--- config.mk ---
export PLATFORM = sky130hd
export DESIGN_NAME = temp_alarm_sequencer_flat
export DESIGN_NICKNAME = d
export VERILOG_FILES = /design/src/rtl/temp_alarm_sequencer_if.sv /design/src/rtl/temp_alarm_sequencer.sv /design/src/flat_wrapper.sv
export SDC_FILE = /design/constraint.sdc
export NUM_CORES = 1
export LEC_CHECK = 0
export CORE_MARGIN = 2
export CORE_UTILIZATION = 25
export DETAILED_ROUTE_END_ITERATION = 12
export DONT_BUFFER_PORTS = 1
export MAX_ROUTING_LAYER = met4
export SLEW_MARGIN = 20
export SYNTH_ARGS = -nofsm -noshare
export SYNTH_HDL_FRONTEND = slang
export SYNTH_SLANG_ARGS = --single-unit
--- constraint.sdc ---
create_clock -name clk -period 2.7 [get_ports clk]
set_input_delay 0.54 -clock clk [delete_from_list [all_inputs] [get_ports clk]]
set_output_delay 0.54 -clock clk [all_outputs]
set_load 0.02 [all_outputs]
--- src/rtl/temp_alarm_sequencer_if.sv ---
// Bus between the temperature switch inputs and the LED/alarm/fan outputs of the sequencer.
// The master drives the switch code and ack; the slave (sequencer) drives the status outputs.
interface temp_alarm_sequencer_if;
  logic [2:0] temp_code;
  logic       ack;
  logic       prev_led;
  logic       alarm;
  logic       fan_on;
  logic [1:0] state;

  modport master (
    output temp_code,
    output ack,
    input  prev_led,
    input  alarm,
    input  fan_on,
    input  state
  );

  modport slave (
    input  temp_code,
    input  ack,
    output prev_led,
    output alarm,
    output fan_on,
    output state
  );
endinterface

--- src/rtl/temp_alarm_sequencer.sv ---
// Debounces the 3-bit temperature switch code and sequences the preventive LED, the latched
// alarm and the fan (with a timed cooldown run-on).
module temp_alarm_sequencer #(
  parameter int unsigned STABLE_CYCLES = 16,
  parameter int unsigned HOLD_CYCLES   = 1000,
  parameter logic [2:0]  PREV_CODE     = 3'b110,
  parameter logic [2:0]  ALARM_CODE    = 3'b111
) (
  input logic                    clk,
  input logic                    reset,
  temp_alarm_sequencer_if.slave  bus
);

  localparam int unsigned CntW  = $clog2(STABLE_CYCLES) + 1;
  localparam int unsigned HoldW = $clog2(HOLD_CYCLES) + 1;

  typedef enum logic [1:0] {
    StNormal   = 2'b00,
    StPrevent  = 2'b01,
    StAlarm    = 2'b10,
    StCooldown = 2'b11
  } state_e;

  logic [2:0]      r_sync;
  logic [2:0]      r_cand;
  logic [2:0]      r_filt;
  logic [CntW-1:0] r_cnt;

  // temp_code is asynchronous; r_sync is its single capture stage.
  always_ff @(posedge clk) begin
    if (reset) begin
      r_sync <= '0;
      r_cand <= '0;
      r_filt <= '0;
      r_cnt  <= '0;
    end else begin
      r_sync <= bus.temp_code;
      if (r_sync != r_cand) begin
        r_cand <= r_sync;
        r_cnt  <= '0;
      end else if (r_cnt == CntW'(STABLE_CYCLES - 1)) begin
        r_filt <= r_cand;
      end else begin
        r_cnt <= r_cnt + 1'b1;
      end
    end
  end

  logic w_hi;
  logic w_mid;
  logic w_lo;

  assign w_hi  = (r_filt >= ALARM_CODE);
  assign w_mid = (r_filt >= PREV_CODE) && !w_hi;
  assign w_lo  = !w_hi && !w_mid;

  state_e           r_state;
  state_e           w_state_d;
  logic [HoldW-1:0] r_hold;
  logic [HoldW-1:0] w_hold_d;
  logic             r_prev_led;
  logic             r_alarm;
  logic             r_fan_on;
  logic             w_prev_led_d;
  logic             w_alarm_d;
  logic             w_fan_on_d;

  always_comb begin
    w_state_d = r_state;
    w_hold_d  = r_hold;
    unique case (r_state)
      StNormal: begin
        if (w_hi) begin
          w_state_d = StAlarm;
        end else if (w_mid) begin
          w_state_d = StPrevent;
        end
      end
      StPrevent: begin
        if (w_hi) begin
          w_state_d = StAlarm;
        end else if (w_lo) begin
          w_state_d = StCooldown;
          w_hold_d  = HoldW'(HOLD_CYCLES - 1);
        end
      end
      StAlarm: begin
        // Latched: only an ack after the temperature has dropped releases it.
        if (!w_hi && bus.ack) begin
          if (w_mid) begin
            w_state_d = StPrevent;
          end else begin
            w_state_d = StCooldown;
            w_hold_d  = HoldW'(HOLD_CYCLES - 1);
          end
        end
      end
      StCooldown: begin
        if (w_hi) begin
          w_state_d = StAlarm;
          w_hold_d  = '0;
        end else if (w_mid) begin
          w_state_d = StPrevent;
          w_hold_d  = '0;
        end else if (r_hold == '0) begin
          w_state_d = StNormal;
        end else begin
          w_hold_d = r_hold - 1'b1;
        end
      end
      default: begin
        w_state_d = StNormal;
        w_hold_d  = '0;
      end
    endcase

    w_prev_led_d = (w_state_d == StPrevent);
    w_alarm_d    = (w_state_d == StAlarm);
    w_fan_on_d   = (w_state_d != StNormal);
  end

  always_ff @(posedge clk) begin
    if (reset) begin
      r_state    <= StNormal;
      r_hold     <= '0;
      r_prev_led <= 1'b0;
      r_alarm    <= 1'b0;
      r_fan_on   <= 1'b0;
    end else begin
      r_state    <= w_state_d;
      r_hold     <= w_hold_d;
      r_prev_led <= w_prev_led_d;
      r_alarm    <= w_alarm_d;
      r_fan_on   <= w_fan_on_d;
    end
  end

  assign bus.prev_led = r_prev_led;
  assign bus.alarm    = r_alarm;
  assign bus.fan_on   = r_fan_on;
  assign bus.state    = r_state;

endmodule

--- src/flat_wrapper.sv ---
// flat-port wrapper written by rule: the top's interface ports become plain ports
module temp_alarm_sequencer_flat 
#(
  parameter int unsigned STABLE_CYCLES = 16,
  parameter int unsigned HOLD_CYCLES   = 1000,
  parameter logic [2:0]  PREV_CODE     = 3'b110,
  parameter logic [2:0]  ALARM_CODE    = 3'b111
)
  (clk, reset, bus_temp_code, bus_ack, bus_prev_led, bus_alarm, bus_fan_on, bus_state);
  temp_alarm_sequencer_if bus_i ();
  input logic clk;
  input logic reset;
  input wire logic [$bits(bus_i.temp_code)-1:0] bus_temp_code;
  input wire logic [$bits(bus_i.ack)-1:0] bus_ack;
  output wire logic [$bits(bus_i.prev_led)-1:0] bus_prev_led;
  output wire logic [$bits(bus_i.alarm)-1:0] bus_alarm;
  output wire logic [$bits(bus_i.fan_on)-1:0] bus_fan_on;
  output wire logic [$bits(bus_i.state)-1:0] bus_state;
  assign bus_i.temp_code = bus_temp_code;
  assign bus_i.ack = bus_ack;
  assign bus_prev_led = bus_i.prev_led;
  assign bus_alarm = bus_i.alarm;
  assign bus_fan_on = bus_i.fan_on;
  assign bus_state = bus_i.state;
  temp_alarm_sequencer #(.STABLE_CYCLES(STABLE_CYCLES), .HOLD_CYCLES(HOLD_CYCLES), .PREV_CODE(PREV_CODE), .ALARM_CODE(ALARM_CODE)) u_core (.clk(clk), .reset(reset), .bus(bus_i));
endmodule
==> flow_summary.toml, run 1 <==
[drt]
detail_route.vias_per_cell = 5.14
routedWlPerCell_um = 12.9
post-route-drc-count = 0
dr.pass1.iters = 4
dr_total_vias = 1249
drt_first_iter_violations = 78
total_routed_wirelength_um = 3140
ant_nets = 0

[final_layout]
layout_cell_area_excl_fill_mm2 = 0.00171
post_route_cells_drive_above_1_share = 0.119
finalNonFillerCells = 243
num-nets-final = 176
mostFrequentLayoutCell = "dfxtp_1"
flow.area_growth_from_synthesis_pct = 10.7
insertedDiodeCount = 0
most-common-layout-cells = "dfxtp_1, nor2_1, nand2b_1"

[placement]
placed_cells_incl_taps = 235
post-dp-hpwl_um = 2150
dp_slack_ps = 806
placement.io_buffers = 0
place_congestion = 0.762
placed_cell_area_mm2 = 0.00160

[floorplan]
die_width_um = 82.7
coreArea_mm2 = 0.00596
floorplan.io_pins = 11
die_h_um = 82.7
initial_utilization = 0.260
core.rowCount = 28
die-area_mm2 = 0.00683

[clock_tree]
h-tree-depth = 2
tritoncts_clock_tree = "done"
clk_pin_slew_worst_paths_ps = 70
numCtsBuffers = 5
number_of_hold_repair_buffers_added_at_the_cts_stage = 0
root_buffer_cell = "clkbuf_8"
clock-sinks = 30
post_cts_buffers = 0
ctsLongestPathBuffers = 2
postCtsResizedCells = 0
clk-insertion-delay-late_ps = 290

[worst_setup_path]
critical_path.max_fanout = 6
nature_of_the_critical_path_startpoint = "register"
worst-endpoint-arrival_ps = 2100
timing.critical_path.required_ps = 2870
setup.worst_path.end_class = "register"
timing_worst_setup_path_type = "reg -> reg"

[power]
totalPowerFinal_w = 0.00188
power_density_mw_per_mm2 = 1100
power.ir.vdd_worst_uv = 453
power.static_leakage_nw = 0.629

[sta]
timing.final.max_slew_violations = 0
final.setup.worst_slack_ps = 770
unrepaired_setup_endpoints_after_global_routing = "no"
clock.fmax_mhz = 518
clock-skew-final_ps = 4.96
worst_slew_margin_rel = 0.606
timing.final.setup_violations = 0
post-route-period-util = 0.715
finalCriticalPeriod_ps = 1930
worst-slew-pin-transition_ps = 589
fin_setup_tns_ps = 0
finalHoldViolations = 0

[flow_run]
max_cap_violations = 0

[synth]
synth_async_sr_flop_share = 0
syn_inst_count = 169
yosys_register_bits = 30
ys_seq_area_frac = 0.388
yosys_most_used_dff = "dfxtp_1"
yosysUniqueCellTypes = 47
yosysWarningCount = 0
syn-num-nets = 178
synth_enable_flop_cells = 0
syn_area_mm2 = 0.00155
avgSynthCellArea_um2 = 9.15

[outcome]
outcome = "complete, no violations"

[grt]
gr-usage-all-layers = 0.104
grt_overflow = 0
grt_pass1_vias = 1121
grt_max_degree = 30
grt_first_pass_wirelength_um = 5150
antenna_found_initial = 0

[worst_hold_path]
type_of_the_tightest_min_delay_check = "in -> reg"
-- flip-flops by register name, summed over array words and instances, names as in the netlist --
name and count:
u_core.bus.fan_on 1, u_core.r_sync 3, u_core.bus.alarm 1, u_core.r_cnt 5
u_core.r_cand 3, u_core.r_filt 3, u_core.r_hold 11, u_core.bus.state 2
u_core.bus.prev_led 1
-- layer usage --
layer  vias up  share of wire  track usage
met5         -              0            -
met4         0          0.023       0.0541
met3         5          0.059       0.0457
met2        29           0.44        0.156
met1       595           0.48        0.118
li1        620              -            -
-- power breakdown --
part	internal (W)	leakage [nW]	total [W]	switching, W
registers	0.000535	0.246	0.000673	0.000139
clock network	0.000271	0.0579	0.000455	0.000184
logic	0.000317	0.325	0.000756	0.000439
-- final timing paths --
path / from / endpoint / slack [ps] / depth (start not counted)
worst min-delay path: reset / u_core.r_hold[0]$_SDFFE_PP0P_ / 310 / 1
worst max-delay path: u_core.r_hold[0]$_SDFFE_PP0P_ / u_core.r_hold[3]$_SDFFE_PP0P_ / 770 / 6
worst min register to register: u_core.r_hold[10]$_SDFFE_PP0P_ / u_core.r_hold[10]$_SDFFE_PP0P_ / 470 / 1
worst max register to register: u_core.r_hold[0]$_SDFFE_PP0P_ / u_core.r_hold[3]$_SDFFE_PP0P_ / 770 / 6
-- critical path, stage by stage (launching register included) --
cell and delay (ps):
dfxtp_1 310, inv_1 100, ha_1 230, or4b_4 530, nor3_2 320, a211oi_1 170
mux2i_1 150
-- cell type report --
cell class / instances / area (um^2)
tap: 75 / 93.8
sequential: 30 / 601
inverter: 5 / 18.8
clock inverter: 3 / 40.0
fill: 633 / 4240
multi-input combinational: 125 / 890
clock buffer: 5 / 68.8
-- cells by family after synthesis --
| kind of cell | share of synthesized area |
|---|---|
| muxes | 0.0388 |
| adders and majority gates | 0.0243 |
| xor gates and xnor gates | 0.0340 |
| buffers and inverters | 0.0364 |
| AOI/OAI and AO/OA | 0.214 |
| and+or+nand+nor | 0.264 |
| DFF | 0.388 |
-- stage by stage --
stage,util,hold WS (ps)
global placement,0.269,461
finish,0.287,313
floorplan,-,436
global route,0.287,295
CTS,0.287,300
detailed placement,0.269,456
-- Yosys cell counts, types with 2 or more instances --
| master | number | area [um^2] |
|---|---|---|
| a31oi_1 | 4 | 25.0 |
| nor2b_1 | 8 | 50.1 |
| nand3_1 | 3 | 15.0 |
| ha_1 | 3 | 37.5 |
| nand2b_1 | 10 | 62.6 |
| o32ai_1 | 6 | 52.6 |
| nand2_1 | 8 | 30.0 |
| a211oi_1 | 6 | 45.0 |
| dfxtp_1 | 30 | 601 |
| clkbuf_1 | 8 | 30.0 |
| and3_1 | 2 | 12.5 |
| mux2i_1 | 6 | 60.1 |
| nor2_1 | 18 | 67.6 |
| a41o_1 | 2 | 20.0 |
| a21oi_1 | 7 | 35.0 |
| xor2_1 | 5 | 43.8 |
| nor3_1 | 3 | 15.0 |
| and2_1 | 2 | 12.5 |
| a211oi_2 | 2 | 25.0 |
| inv_1 | 5 | 18.8 |
| a221oi_1 | 5 | 43.8 |
No activity file was read; power rests on OpenSTA's default activity.
==> run 2: changes to the inputs <==
==> constraint.sdc (replaced) <==
create_clock -name clk -period 1.95 [get_ports clk]
set_input_delay 0.39 -clock clk [delete_from_list [all_inputs] [get_ports clk]]
set_output_delay 0.39 -clock clk [all_outputs]
set_load 0.02 [all_outputs]
==> run 2 against run 1 <==
  * Critical path depth is 1 higher
  * Worst hold slack worse by 140 ps
  * Sequential cell count unchanged
  * Largest power group unchanged
==> flow_summary.toml, run 2 (synthesis results as in run 1) <==
[outcome]
outcome = "complete, no violations"

[sta]
clock-skew-final_ps = 3.64
finalCriticalPeriod_ps = 1880
post-route-period-util = 0.965
final.setup.worst_slack_ps = 69.1
worst-slew-pin-transition_ps = 619
timing.final.max_slew_violations = 0
worst_slew_margin_rel = 0.587
finalHoldViolations = 0
timing.final.setup_violations = 0
fin_setup_tns_ps = 0
clock.fmax_mhz = 532

[worst_setup_path]
ff2ff_setup_slack_ps = 70
worst-endpoint-arrival_ps = 2040
timing.critical_path.required_ps = 2110
timing_worst_setup_path_type = "reg -> reg"
setup.worst_path.end_class = "register"
nature_of_the_critical_path_startpoint = "register"
critical_path.max_fanout = 6

[power]
power_density_mw_per_mm2 = 1640
power.ir.vdd_worst_uv = 681
power.static_leakage_nw = 0.696

[drt]
routedWlPerCell_um = 13.1
post-route-drc-count = 0
detail_route.vias_per_cell = 5.10
dr_total_vias = 1296
total_routed_wirelength_um = 3330
dr.pass1.iters = 4
drt_first_iter_violations = 81
ant_nets = 0

[floorplan]
die_width_um = 82.7
core.rowCount = 28
coreArea_mm2 = 0.00596
initial_utilization = 0.260
die-area_mm2 = 0.00683
die_h_um = 82.7
floorplan.io_pins = 11

[placement]
dp_slack_ps = 30.2
post-dp-hpwl_um = 2210
place_congestion = 0.798
placed_cells_incl_taps = 242
placement.io_buffers = 0
placed_cell_area_mm2 = 0.00166

[final_layout]
finalNonFillerCells = 254
num-nets-final = 187
flow.area_growth_from_synthesis_pct = 19.4
layout_cell_area_excl_fill_mm2 = 0.00185
post_route_cells_drive_above_1_share = 0.190
mostFrequentLayoutCell = "dfxtp_1"
insertedDiodeCount = 0
top_register = "u_core.r_hold"
most-common-layout-cells = "dfxtp_1, nor2_1, buf_4"
largest_register_ffs = 11
reg.largest.list = "u_core.r_hold x11, u_core.r_cnt x5"
final_core_util = 0.310

[clock_tree]
number_of_hold_repair_buffers_added_at_the_cts_stage = 0
clk_pin_slew_worst_paths_ps = 70
ctsLongestPathBuffers = 2
h-tree-depth = 2
root_buffer_cell = "clkbuf_8"
clk-insertion-delay-late_ps = 280
numCtsBuffers = 5
clock-sinks = 30
tritoncts_clock_tree = "done"

[grt]
grt_overflow = 0
grt_max_degree = 30
grt_pass1_vias = 1145
gr-usage-all-layers = 0.108
antenna_found_initial = 0
grt_first_pass_wirelength_um = 5410

[flow_run]
max_cap_violations = 0

[worst_hold_path]
type_of_the_tightest_min_delay_check = "in -> reg"
-- run 2: what timing repair did --
action / 4_1_cts / 5_1_grt
resized for setup: 0 / 5
buffers inserted: 0 / 4
hold endpoints to repair: 0 / 0
endpoints found under the setup margin: 0 / 9
-- run 2: cell type report --
type	instances	area, um^2
Multi-Input combinational cell	125	908
Clock buffer	6	82.6
Timing Repair Buffer	11	82.6
Tap cell	75	93.8
Clock inverter	2	60.1
Sequential cell	30	601
Fill cell	632	4110
Inverter	5	18.8
-- run 2: path summary, 6_finish.rpt --
path	cells after the start	end	startpoint
worst max register to register	7	u_core.r_hold[4]$_SDFFE_PP0P_	u_core.r_hold[0]$_SDFFE_PP0P_
worst max-delay path	7	u_core.r_hold[4]$_SDFFE_PP0P_	u_core.r_hold[0]$_SDFFE_PP0P_
worst min-delay path	1	u_core.r_hold[1]$_SDFFE_PP0P_	reset
worst min register to register	1	u_core.r_hold[10]$_SDFFE_PP0P_	u_core.r_hold[10]$_SDFFE_PP0P_
-- run 2: worst max-delay path, stage by stage, from the launching register on --
cell	delay, ps
dfxtp_1	320
inv_2	90
ha_4	160
or4b_4	490
buf_4	170
nor3_4	240
a211oi_1	160
mux2i_1	150
-- run 2: metal layers --
metal | GRT usage | vias to the layer above | part of all wire
met2 | 0.159 | 32 | 0.46
met3 | 0.0337 | 4 | 0.055
met5 | - | - | 0
met1 | 0.132 | 614 | 0.47
met4 | 0.0541 | 0 | 0.019
li1 | - | 646 | -
-- run 2: through the flow --
| step | total power (W) | hold slack, ps |
|---|---|---|
| global route | 0.00321 | 149 |
| detailed placement | 0.00207 | 452 |
| CTS | 0.00288 | 153 |
| finish | 0.00302 | 170 |
| global placement | 0.00206 | 460 |
| floorplan | 0.00178 | 436 |
-- run 2: report_power, final --
group | switching, W | leakage (nW) | internal (W)
Sequential | 0.000160 | 0.246 | 0.000741
Clock | 0.000239 | 0.0714 | 0.000545
Combinational | 0.000715 | 0.379 | 0.000619
Total | 0.00111 | 0.696 | 0.00191
